$ cat config.mk
export PLATFORM = sky130hd
export DESIGN_NAME = calc_port_responder
export DESIGN_NICKNAME = d
export VERILOG_FILES = /design/src/rtl/calc_port_responder.sv
export SDC_FILE = /design/constraint.sdc
export NUM_CORES = 1
export LEC_CHECK = 0
export BUFFER_PORTS_ARGS = -buffer_cell sky130_fd_sc_hd__buf_4
export CORE_ASPECT_RATIO = 1.5
export CORE_MARGIN = 2
export CORE_UTILIZATION = 31
export CTS_CLUSTER_DIAMETER = 80
export DETAILED_ROUTE_END_ITERATION = 8
export GPL_ROUTABILITY_DRIVEN = 0
export HOLD_SLACK_MARGIN = 0.08
export MAX_ROUTING_LAYER = met4
export PLACE_DENSITY_LB_ADDON = 0.2
export SETUP_SLACK_MARGIN = 0.15
export SYNTH_ARGS = -nofsm -noshare
export SYNTH_HDL_FRONTEND = slang
export SYNTH_SLANG_ARGS = --single-unit
$ cat constraint.sdc
create_clock -name ifClk -period 5.95 [get_ports ifClk]
set_input_delay 1.785 -clock ifClk [delete_from_list [all_inputs] [get_ports ifClk]]
set_output_delay 1.785 -clock ifClk [all_outputs]
set_load 0.03 [all_outputs]
$ cat src/rtl/calc_port_responder.sv
// Two-cycle calculator request responder (add/sub/shl/shr) with an in-order response FIFO.
// Latency: cmd at edge N, operand 2 at N+1, earliest response N+2; a full FIFO with no grant drops and flags it.
module calc_port_responder #(
    parameter int REQ_CMD_WIDTH  = 4,
    parameter int REQ_DATA_WIDTH = 32,
    parameter int REQ_TAG_WIDTH  = 2,
    parameter int OUT_RESP_WIDTH = 2,
    parameter int RSP_DEPTH      = 4
) (
    input  logic                      ifClk,
    input  logic                      ifRst,
    input  logic [REQ_CMD_WIDTH-1:0]  ifReq_cmd_in,
    input  logic [REQ_DATA_WIDTH-1:0] ifReq_data_in,
    input  logic [REQ_TAG_WIDTH-1:0]  ifReq_tag_in,
    input  logic                      ifPort_grant,
    output logic [OUT_RESP_WIDTH-1:0] ifResp_out,
    output logic [REQ_DATA_WIDTH-1:0] ifData_out,
    output logic [REQ_TAG_WIDTH-1:0]  ifTag_out,
    output logic                      ifDrop_err,
    output logic                      ifBusy
);
    localparam int PW = (RSP_DEPTH > 1) ? $clog2(RSP_DEPTH) : 1;
    localparam int CW = $clog2(RSP_DEPTH + 1);
    localparam int SW = $clog2(REQ_DATA_WIDTH);

    localparam logic [REQ_CMD_WIDTH-1:0]  CMD_ADD  = REQ_CMD_WIDTH'(1);
    localparam logic [REQ_CMD_WIDTH-1:0]  CMD_SUB  = REQ_CMD_WIDTH'(2);
    localparam logic [REQ_CMD_WIDTH-1:0]  CMD_SHL  = REQ_CMD_WIDTH'(5);
    localparam logic [REQ_CMD_WIDTH-1:0]  CMD_SHR  = REQ_CMD_WIDTH'(6);
    localparam logic [OUT_RESP_WIDTH-1:0] RESP_OK  = OUT_RESP_WIDTH'(1);
    localparam logic [OUT_RESP_WIDTH-1:0] RESP_ERR = OUT_RESP_WIDTH'(2);

    typedef enum logic {ST_IDLE, ST_OP2} state_t;

    typedef struct packed {
        logic [OUT_RESP_WIDTH-1:0] resp;
        logic [REQ_DATA_WIDTH-1:0] data;
        logic [REQ_TAG_WIDTH-1:0]  tag;
    } rsp_t;

    state_t                    state_q, state_d;
    logic [REQ_CMD_WIDTH-1:0]  cmd_q, cmd_d;
    logic [REQ_DATA_WIDTH-1:0] op1_q, op1_d;
    logic [REQ_TAG_WIDTH-1:0]  tag_q, tag_d;
    rsp_t                      fifo_q [RSP_DEPTH];
    logic [PW-1:0]             wr_ptr_q, wr_ptr_d, rd_ptr_q, rd_ptr_d;
    logic [CW-1:0]             count_q, count_d;
    rsp_t                      out_q, out_d;
    logic                      drop_q, drop_d, busy_q, busy_d;

    rsp_t                      result;
    logic [REQ_DATA_WIDTH:0]   sum;
    logic                      push_req, push, pop, full;

    function automatic logic [PW-1:0] ptr_inc(input logic [PW-1:0] p);
        return (p == PW'(RSP_DEPTH - 1)) ? '0 : p + PW'(1);
    endfunction

    // Operand 2 is taken straight from the bus on the OP2 cycle.
    always_comb begin
        sum         = {1'b0, op1_q} + {1'b0, ifReq_data_in};
        result      = '0;
        result.tag  = tag_q;
        case (cmd_q)
            CMD_ADD: begin
                if (sum[REQ_DATA_WIDTH]) begin
                    result.resp = RESP_ERR;
                end else begin
                    result.resp = RESP_OK;
                    result.data = sum[REQ_DATA_WIDTH-1:0];
                end
            end
            CMD_SUB: begin
                if (op1_q < ifReq_data_in) begin
                    result.resp = RESP_ERR;
                end else begin
                    result.resp = RESP_OK;
                    result.data = op1_q - ifReq_data_in;
                end
            end
            CMD_SHL: begin
                result.resp = RESP_OK;
                result.data = op1_q << ifReq_data_in[SW-1:0];
            end
            CMD_SHR: begin
                result.resp = RESP_OK;
                result.data = op1_q >> ifReq_data_in[SW-1:0];
            end
            default: result.resp = RESP_ERR;
        endcase
    end

    always_comb begin
        state_d  = state_q;
        cmd_d    = cmd_q;
        op1_d    = op1_q;
        tag_d    = tag_q;
        push_req = 1'b0;
        case (state_q)
            ST_IDLE: begin
                if (ifReq_cmd_in != '0) begin
                    cmd_d   = ifReq_cmd_in;
                    op1_d   = ifReq_data_in;
                    tag_d   = ifReq_tag_in;
                    state_d = ST_OP2;
                end
            end
            ST_OP2: begin
                push_req = 1'b1;
                state_d  = ST_IDLE;
            end
        endcase
    end

    // A pop frees a slot on the same edge, so a full FIFO still accepts when granted.
    always_comb begin
        full     = (count_q == CW'(RSP_DEPTH));
        pop      = (count_q != '0) && ifPort_grant;
        push     = push_req && (!full || pop);
        drop_d   = push_req && full && !pop;
        wr_ptr_d = push ? ptr_inc(wr_ptr_q) : wr_ptr_q;
        rd_ptr_d = pop  ? ptr_inc(rd_ptr_q) : rd_ptr_q;
        case ({push, pop})
            2'b10:   count_d = count_q + CW'(1);
            2'b01:   count_d = count_q - CW'(1);
            default: count_d = count_q;
        endcase
        out_d  = pop ? fifo_q[rd_ptr_q] : '0;
        busy_d = (state_d == ST_OP2) || (count_d != '0);
    end

    always_ff @(posedge ifClk) begin
        if (ifRst) begin
            state_q  <= ST_IDLE;
            cmd_q    <= '0;
            op1_q    <= '0;
            tag_q    <= '0;
            wr_ptr_q <= '0;
            rd_ptr_q <= '0;
            count_q  <= '0;
            out_q    <= '0;
            drop_q   <= 1'b0;
            busy_q   <= 1'b0;
        end else begin
            state_q  <= state_d;
            cmd_q    <= cmd_d;
            op1_q    <= op1_d;
            tag_q    <= tag_d;
            wr_ptr_q <= wr_ptr_d;
            rd_ptr_q <= rd_ptr_d;
            count_q  <= count_d;
            out_q    <= out_d;
            drop_q   <= drop_d;
            busy_q   <= busy_d;
        end
    end

    always_ff @(posedge ifClk) begin
        if (!ifRst && push) begin
            fifo_q[wr_ptr_q] <= result;
        end
    end

    assign ifResp_out = out_q.resp;
    assign ifData_out = out_q.data;
    assign ifTag_out  = out_q.tag;
    assign ifDrop_err = drop_q;
    assign ifBusy     = busy_q;
endmodule
==> out/results.env, run 1 <==
NUM_IO_PINS=79
NUMCLOCKSINKS=228
CTS_SETUP_BUFFERS=0
WORSTSETUPSTARTPOINTTYPE='primary input'
P_CLK_FRAC=0.317
ANTENNADIODECOUNT=0
GRT_MAX_DEGREE=71
STDCELL_COUNT=2194
SYNTH_CELLS=1541
YS_WARN_COUNT=0
CP_MAX_FO=9
CTS-RESIZED-GATES=0
SEQ_CELLS_POST_SYNTH=228
SYNTH.NET_COUNT=1656
CTSHOLDBUFFERS=0
P_COMB_FRAC=0.281
SYN_AREA_PER_CELL_UM2=9.712
FIN_CRIT_NS=4.990
NNETSFINAL=1691
PWR-SHARE-SEQ=0.402
LAYOUT_COMMONEST_CELL='a21oi_1'
ASYNC_FLOP_SHARE=0
PERIOD_SHARE=0.8386
NUMBER_OF_ROWS_IN_THE_CORE_AREA=98
POST_ROUTE_DRC_VIOLATION_COUNT=0
VIAS=12640
CLOCKROOTBUFFER='clkbuf_16'
WORSTHOLDPATHTYPE='reg2reg'
NUMBER_OF_GLOBAL_ROUTE_VIAS_BEFORE_REPAIR=12430
FIRST_PASS_GRT_WIRE_LENGTH_UM=77980
CLOCK_PATH_BUFFERS=3
SYNTHDISTINCTLIBCELLS=81
REQUIRED_NS=6.22
INITIAL_UTILIZATION=0.3138
ANTENNA_FOUND_INITIAL=0
SWITCHING_SHARE=0.3258
TOTAL_POWER_mW=4.648
VIAS_PER_CELL=5.762
PORT_BUFFERS=78
CRIT_PATH_END_KIND='flip-flop'
N_FILL_CELL=4788
FINAL-MAX-SLEW-VIOLATION-COUNT=0
GRT_USAGE=0.2104
DRT-INITIAL-DRC-COUNT=1089
DOMINANTREGCELLSYNTH='edfxtp_1'
CRIT_TYPE='in2reg'
PLACED_CELLS_INCL_TAPS=2150
POWER_DENSITY_OVER_CELL_AREA_nW_PER_UM2=274.7
FINAL.SETUP_SKEW_NS=0.009534
MAXCAPVIOLCOUNT=0
MAXSLEWHEADROOM=0.1263
TRITONCTS.NUM_BUFFERS=24
DIE_H_UM=273.1
SYNTH_AREA_UM2=14970
STATUS='complete, no violations'
VDD_IR_DROP_MAX_mV=0.1648
ROUTED_WL_UM=51610
INTPOWER_mW=3.134
HPWL_UM=38880
DIE_AREA_UM2=50090
NUMBER_OF_LEVELS_IN_THE_CLOCK_H_TREE=1
LAYOUT.CELL_AREA.NON_FILLER_UM2=16920
DRIVE_ABOVE_1_SHARE=0.1650
POWER_SWITCHING_mW=1.514
DRTPASS1ITERATIONS=6
ROUTEDWLPERCELL_UM=23.52
SYNTH-SEQ-AREA-SHARE=0.4013
CLOCK.FMAX_MHz=200.4
CLKLATENCYLATEPIN_NS=0.53
FIN_TNS_SETUP_NS=0
CORE_AREA_UM2=47700
CTS_TREE='done'
POST_SYNTH_EDFFS=144
SETUP_VIOL=0
GRT_SETUP_UNREPAIRED='false'
CRITPATHARRIVALTIME_NS=5.26
FINAL_UTIL=0.3548
GRT.OVERFLOW.TOTAL=0
AREA.GROWTH.SYNTH_TO_FINAL_PCT=13.07
POWER_LEAKAGE_nW=6.381
FINAL_HOLD_VIOL_COUNT=0
DRTANTENNAVIOLNETS=0
CLK_PIN_SLEW_WORST_PATHS_NS=0.06
MOST-COMMON-LAYOUT-CELLS='a21oi_1 (154), edfxtp_1 (144), nand2_1 (139)'
CHIPWIDTH_UM=183.4
WORST_PIN_SLEW_NS=1.301
PLACEDINSTANCEAREA_UM2=16160
-- critical path, cell delays in order --
cell      delay (ns)
buf_4           0.18
inv_1           0.19
ha_1            0.47
inv_1           0.09
a21oi_1         0.20
o311ai_2        0.19
a32oi_1         0.53
a31oi_1         0.34
and4_1          0.30
a2111o_1        0.40
a221o_1         0.35
a21o_1          0.20
-- sequential cells by signal, indices dropped and copies added (netlist names), 3 cells and up --
register	cells
fifo_q	144
ifData_out	32
op1_q	32
cmd_q	4
count_q	3
-- layer usage --
| layer | GRT usage | up-vias | wire (um) |
|---|---|---|---|
| met1 | 0.2359 | 6130 | 19810 |
| met5 | - | - | 0 |
| li1 | - | 5863 | - |
| met3 | 0.02505 | 144 | 2559 |
| met2 | 0.3633 | 505 | 25830 |
| met4 | 0.1154 | 0 | 3416 |
-- cells in the mapped netlist, types with 16 or more instances --
cell type,n,share of area
mux2i_1,51,0.034
nand2b_1,36,0.015
o21ai_1,23,0.0077
edfxtp_1,144,0.29
nor2_1,139,0.035
ha_1,71,0.059
o21ai_0,80,0.027
o22ai_1,19,0.0079
clkbuf_1,66,0.017
buf_2,20,0.0067
nand3_1,16,0.0054
nand2_1,139,0.035
nor2b_1,45,0.019
a21oi_1,154,0.052
o211ai_1,23,0.012
a31oi_1,16,0.0067
a21o_1,19,0.0095
dfxtp_1,84,0.11
inv_1,65,0.016
mux4_2,57,0.086
nor3_1,17,0.0057
a221oi_1,22,0.013
-- worst paths after layout --
kind | startpoint | to | slack [ns] | cells past startpoint
worst min-delay path | cmd_q[0] | cmd_q[0] | 0.47 | 2
worst max-delay path | ifReq_data_in[4] | fifo_q[3][33] | 0.96 | 12
worst min register to register | cmd_q[0] | cmd_q[0] | 0.47 | 2
worst max register to register | op1_q[1] | fifo_q[2][26] | 1.85 | 12
-- area by class of cell --
| type | instances | area (um^2) | share of cell area |
|---|---|---|---|
| repair buffers | 113 | 860.8 | 0.05087 |
| flip-flops and latches | 228 | 6008 | 0.3551 |
| well taps | 600 | 750.7 | 0.04437 |
| inverters | 72 | 270.3 | 0.01597 |
| clock buffers | 30 | 654.4 | 0.03867 |
| clock inverters | 14 | 111.4 | 0.006581 |
| multi-input cells | 1137 | 8265 | 0.4885 |
-- cells by family (layout without fill, tap and decap cells) --
kind of cell / Yosys count / count (layout) / synth area share
buf+inv: 176 / 229 / 0.04757
flops: 228 / 228 / 0.4013
compound gates: 494 / 494 / 0.2198
mux: 115 / 115 / 0.1252
xor+xnor: 1 / 1 / 0.0005853
fa+ha+maj: 74 / 74 / 0.06337
simple gates: 453 / 453 / 0.1422
-- per-stage QoR --
step,hold slack (ns),setup WS [ns]
after floorplan,0.4447,0.9359
after global placement,0.4539,0.5989
after detailed placement,0.4609,0.5360
after CTS,0.4698,1.096
after global routing,0.5055,0.8247
final,0.4694,0.9601
-- power groups by stage --
stage | Clock (mW) | Sequential (mW) | Combinational (mW)
after floorplan | 0 | 1.95 | 0.829
after global placement | 0 | 1.90 | 1.30
after detailed placement | 0 | 1.91 | 1.30
after CTS | 1.52 | 1.87 | 1.31
after global routing | 1.58 | 1.88 | 1.42
final | 1.47 | 1.87 | 1.31
No activity file was read; power rests on OpenSTA's default activity.
==> run 2, diff against run 1 <==
- ABC_AREA: not set -> 1
- clock period: 5.95 -> 5.1 ns (I/O delays scaled with it)
==> run 2 against run 1 <==
Synthesized area rose by 13%. Synthesized cell count rose by 68%. Non-clock buffer count fell by 10. Cell count rose by 51%. Hold slack improved by 0.020 ns. Critical path depth rose by 4. First-iteration DRC count rose by 61%. Via count rose by 37%. Utilization fell by 0.32 points. Clock-buffer cell count rose by 2. Clock skew barely moved. Largest cell class unchanged. Highest routed layer unchanged.
==> out/results.env, run 2 <==
FINAL-MAX-SLEW-VIOLATION-COUNT=0  # unchanged
CRIT_PATH_MAX_INCR_DELAY_NS=0.50  # -0.03 ns
CLOCK_PATH_BUFFERS=3  # unchanged
REQUIRED_NS=5.31  # -0.91 ns
ROUTEDWLPERCELL_UM=20.40  # -13%
FIN_CRIT_NS=3.949
FINAL_HOLD_VIOL_COUNT=0  # unchanged
CTSHOLDBUFFERS=0  # unchanged
SYNTHDISTINCTLIBCELLS=41  # -49%
TIMING.FINAL.WS_SETUP_NS=1.151  # +0.1904 ns
PERIOD_SHARE=0.7744
MOST-COMMON-LAYOUT-CELLS='nand2_1 (724), nor2_1 (372), inv_1 (317)'
POWER_DENSITY_OVER_CELL_AREA_nW_PER_UM2=331.5  # +21%
ANTENNADIODECOUNT=0  # unchanged
NNETSFINAL=2722  # +61%
SYNTH_AREA_UM2=16900  # +13%
PRE_CTS_SLACK_NS=0.5852  # +0.04921 ns
GRT_MAX_DEGREE=74  # +4.2%
NUM_IO_PINS=79  # unchanged
SYN_AREA_PER_CELL_UM2=6.519  # -33%
NETLIST_TOP_CELLS_COUNT='nand2_1 (724), nor2_1 (376), inv_1 (318), nand3_1 (312), a21oi_1 (150)'
HPWL_UM=52420  # +35%
CTS_SETUP_BUFFERS=0  # unchanged
PLACEDINSTANCEAREA_UM2=18040  # +12%
TOTAL_POWER_mW=6.264  # +35%
MAXCAPVIOLCOUNT=0  # unchanged
POST_ROUTE_DRC_VIOLATION_COUNT=0  # unchanged
NUMCLOCKSINKS=228  # unchanged
WORSTHOLDPATHTYPE='reg2reg'
CRIT_TOP_CELL='nand2_1'
GRT_USAGE=0.2409  # +0.03057
SYNTH_XOR_XNOR_AREA_SHARE=0.01295  # +0.01237
POWER_LEAKAGE_nW=9.144  # +43%
TIMING.RR.START='op1_q[23]'
CLK_PIN_SLEW_WORST_PATHS_NS=0.06  # about the same
MULTI_INPUT_COMB_AREA_UM2=9174  # +11%
VIAS_PER_CELL=5.239  # -9.1%
LAYOUT_COMMONEST_CELL='nand2_1'
VIAS=17370  # +37%
CRIT_PATH_END_KIND='flip-flop'
SEQ_CELLS_POST_SYNTH=228  # unchanged
ANTENNA_FOUND_INITIAL=0  # unchanged
DRTPASS1ITERATIONS=6  # unchanged
GRT_SETUP_UNREPAIRED='false'
PATH_CELLS='buf_4 > clkinv_1 > fa_1 > inv_1 > nand2_1 > nand2_1 > nand2_1 > nand2_2 > nand2_1 > nand2_2 > nand2_2 > nand2_2 > nor2_4 > buf_4 > nand2_1 > nand3_1'
CTS-RESIZED-GATES=0  # unchanged
SYNTH-SEQ-AREA-SHARE=0.3553  # -0.04601
YOSYS-MUX-AREA-FRACTION=0.0005922  # -0.1246
SYNTH_COMPOUND_GATE_AREA_SHARE=0.1064  # -0.1134
CLKLATENCYLATEPIN_NS=0.56  # +0.03 ns
LAYOUT.CELL_AREA.NON_FILLER_UM2=18890  # +12%
NUMBER_OF_GLOBAL_ROUTE_VIAS_BEFORE_REPAIR=16590  # +33%
CP_MAX_FO=35  # +26
SYNTH_TOP_FAMILY_BY_AREA='simple AND/OR/NAND/NOR gates'
CRITPATHARRIVALTIME_NS=4.16  # -1.10 ns
POST_SYNTH_AND_OR_NAND_NOR_AREA_FRACTION=0.3649  # +0.2227
NUMBER_OF_ROWS_IN_THE_CORE_AREA=104  # +6.1%
DOMINANTREGCELLSYNTH='edfxtp_1'
VDD_IR_DROP_MAX_mV=0.2421  # +47%
AREA.GROWTH.SYNTH_TO_FINAL_PCT=11.78
TIMING.CRITICAL_PATH.SLOWEST_STAGE_CELL='fa_1'
LARGEST_REGISTER_FFS=144  # unchanged
DRT-INITIAL-DRC-COUNT=1756  # +61%
SYNTH_MOST_COMMON_CELL='nand2_1'
YOSYS.AREA_SHARE.ADDER=0.05611  # -0.007266
FIRST_PASS_GRT_WIRE_LENGTH_UM=100800  # +29%
DRTANTENNAVIOLNETS=0  # unchanged
CLOCK.FMAX_MHz=253.2
WORST_PIN_SLEW_NS=1.250  # -0.05049 ns
DIE_H_UM=290.0  # +6.2%
DRIVE_ABOVE_1_SHARE=0.06738  # -0.09762
CRIT_PATH_START='ifReq_data_in[1]'
SYNTH.NET_COUNT=2708  # +64%
FINAL_UTIL=0.3516  # -0.003177
WORSTSETUPSTARTPOINTTYPE='primary input'
FINAL.SETUP_SKEW_NS=0.009973  # +0.0004388 ns
SYNTH_TOP_CELLS_BY_AREA='edfxtp_1 (26%), nand2_1 (16%), dfxtp_1 (9.9%), nand3_1 (9.2%), nor2_1 (8.3%)'
SYNTH_CELLS=2593  # +68%
YS_WARN_COUNT=0  # unchanged
STATUS='complete, no violations'
TRITONCTS.NUM_BUFFERS=26  # +8.3%
CRIT_TYPE='in2reg'
DIE_AREA_UM2=56450  # +13%
SYNTH.LARGEST_AREA_CELL='edfxtp_1'
FIN_TNS_SETUP_NS=0  # unchanged
CHIPWIDTH_UM=194.7  # +6.1%
CORE_AREA_UM2=53740  # +13%
CTS_TREE='done'
INITIAL_UTILIZATION=0.3145  # +0.0007813
PORT_BUFFERS=78  # unchanged
MAXSLEWHEADROOM=0.1636  # +0.03725
N_FILL_CELL=5866  # +23%
FF_LATCH_AREA_UM2=6007  # about the same
ASYNC_FLOP_SHARE=0  # unchanged
ROUTED_WL_UM=67630  # +31%
POST_SYNTH_EDFFS=144  # unchanged
SYNTH.TOP_CELL.AREA_SHARE=0.2558  # -0.03313
NUMBER_OF_LEVELS_IN_THE_CLOCK_H_TREE=1  # unchanged
GRT.OVERFLOW.TOTAL=0  # unchanged
CP_NUM_BUF_INV=4  # +1
HOLDCRITSTARTPOINT='cmd_q[0]'
SETUP_VIOL=0  # unchanged
CLOCKROOTBUFFER='clkbuf_16'
CELL_FAMILY_WITH_THE_LARGEST_SHARE_OF_CRITICAL_PATH_DELAY='simple AND/OR/NAND/NOR gates'
REGISTERS.TOP_BY_FF_COUNT='fifo_q'
## run 2: changes by cell type after synthesis, sizes merged, moves of 21 or more
| cell | change |
|---|---|
| nor2 | +239 |
| nand2 | +595 |
| mux2i | -50 |
| o21ai | +40 |
| inv | +251 |
| nand3 | +300 |
| a221oi | -22 |
| o221a | -21 |
| mux4 | -57 |
| nor2b | -45 |
| nand2b | -36 |
| xor2 | +24 |
## run 2: metrics by stage
step / cells / hold slack (ns)
after floorplan: 2593 / 0.4497
after global routing: 3316 / 0.5177
after global placement: 3268 / 0.4651
after detailed placement: 3268 / 0.4774
final: 3316 / 0.4894
after CTS: 3316 / 0.4857
## run 2: logic make-up after synthesis
logic type               Yosys count
AND/OR/NAND/NOR                 1485
buffers and inverters            444
AO/OA/AOI/OAI                    336
flip-flops                       228
adder cells (fa/ha/maj)           74
XOR/XNOR                          25
multiplexers                       1
## run 2: worst paths after layout
| kind | end | slack [ns] | cells past startpoint |
|---|---|---|---|
| min reg2reg | cmd_q[0] | 0.49 | 2 |
| max | fifo_q[2][13] | 1.15 | 16 |
| min | cmd_q[0] | 0.49 | 2 |
| max reg2reg | fifo_q[2][13] | 1.84 | 10 |
## run 2: worst reg2reg max path, cell delays in order (launching register included)
cell     delay (ns)
dfxtp_1        0.42
ha_1           0.56
o21ai_0        0.23
a21oi_1        0.35
nand2_1        0.14
a21oi_1        0.31
nand2_2        0.13
nor2_4         0.09
buf_4          0.44
nand2_1        0.12
nand3_1        0.27
## run 2: per-layer routing
metal / track usage / vias up / wire [um]
met1: 0.2760 / 8037 / 26140
met5: - / - / 0
li1: - / 8370 / -
met4: 0.1418 / 0 / 4644
met2: 0.4050 / 755 / 32510
met3: 0.02824 / 210 / 4335
## run 2: report_power, final
group | switching, mW | leakage (nW) | total (mW) | internal, mW
combinational | 1.58 | 6.71 | 2.18 | 0.600
clock | 0.785 | 0.406 | 1.87 | 1.09
sequential | 0.0993 | 2.03 | 2.22 | 2.12
## run 2: final cells by class
class	instances	share of cell area
clock buffers	32	0.03728
flip-flops and latches	228	0.3179
well taps	689	0.04563
multi-input cells	1921	0.4855
repair buffers	103	0.04092
inverters	327	0.06496
clock inverters	16	0.007748
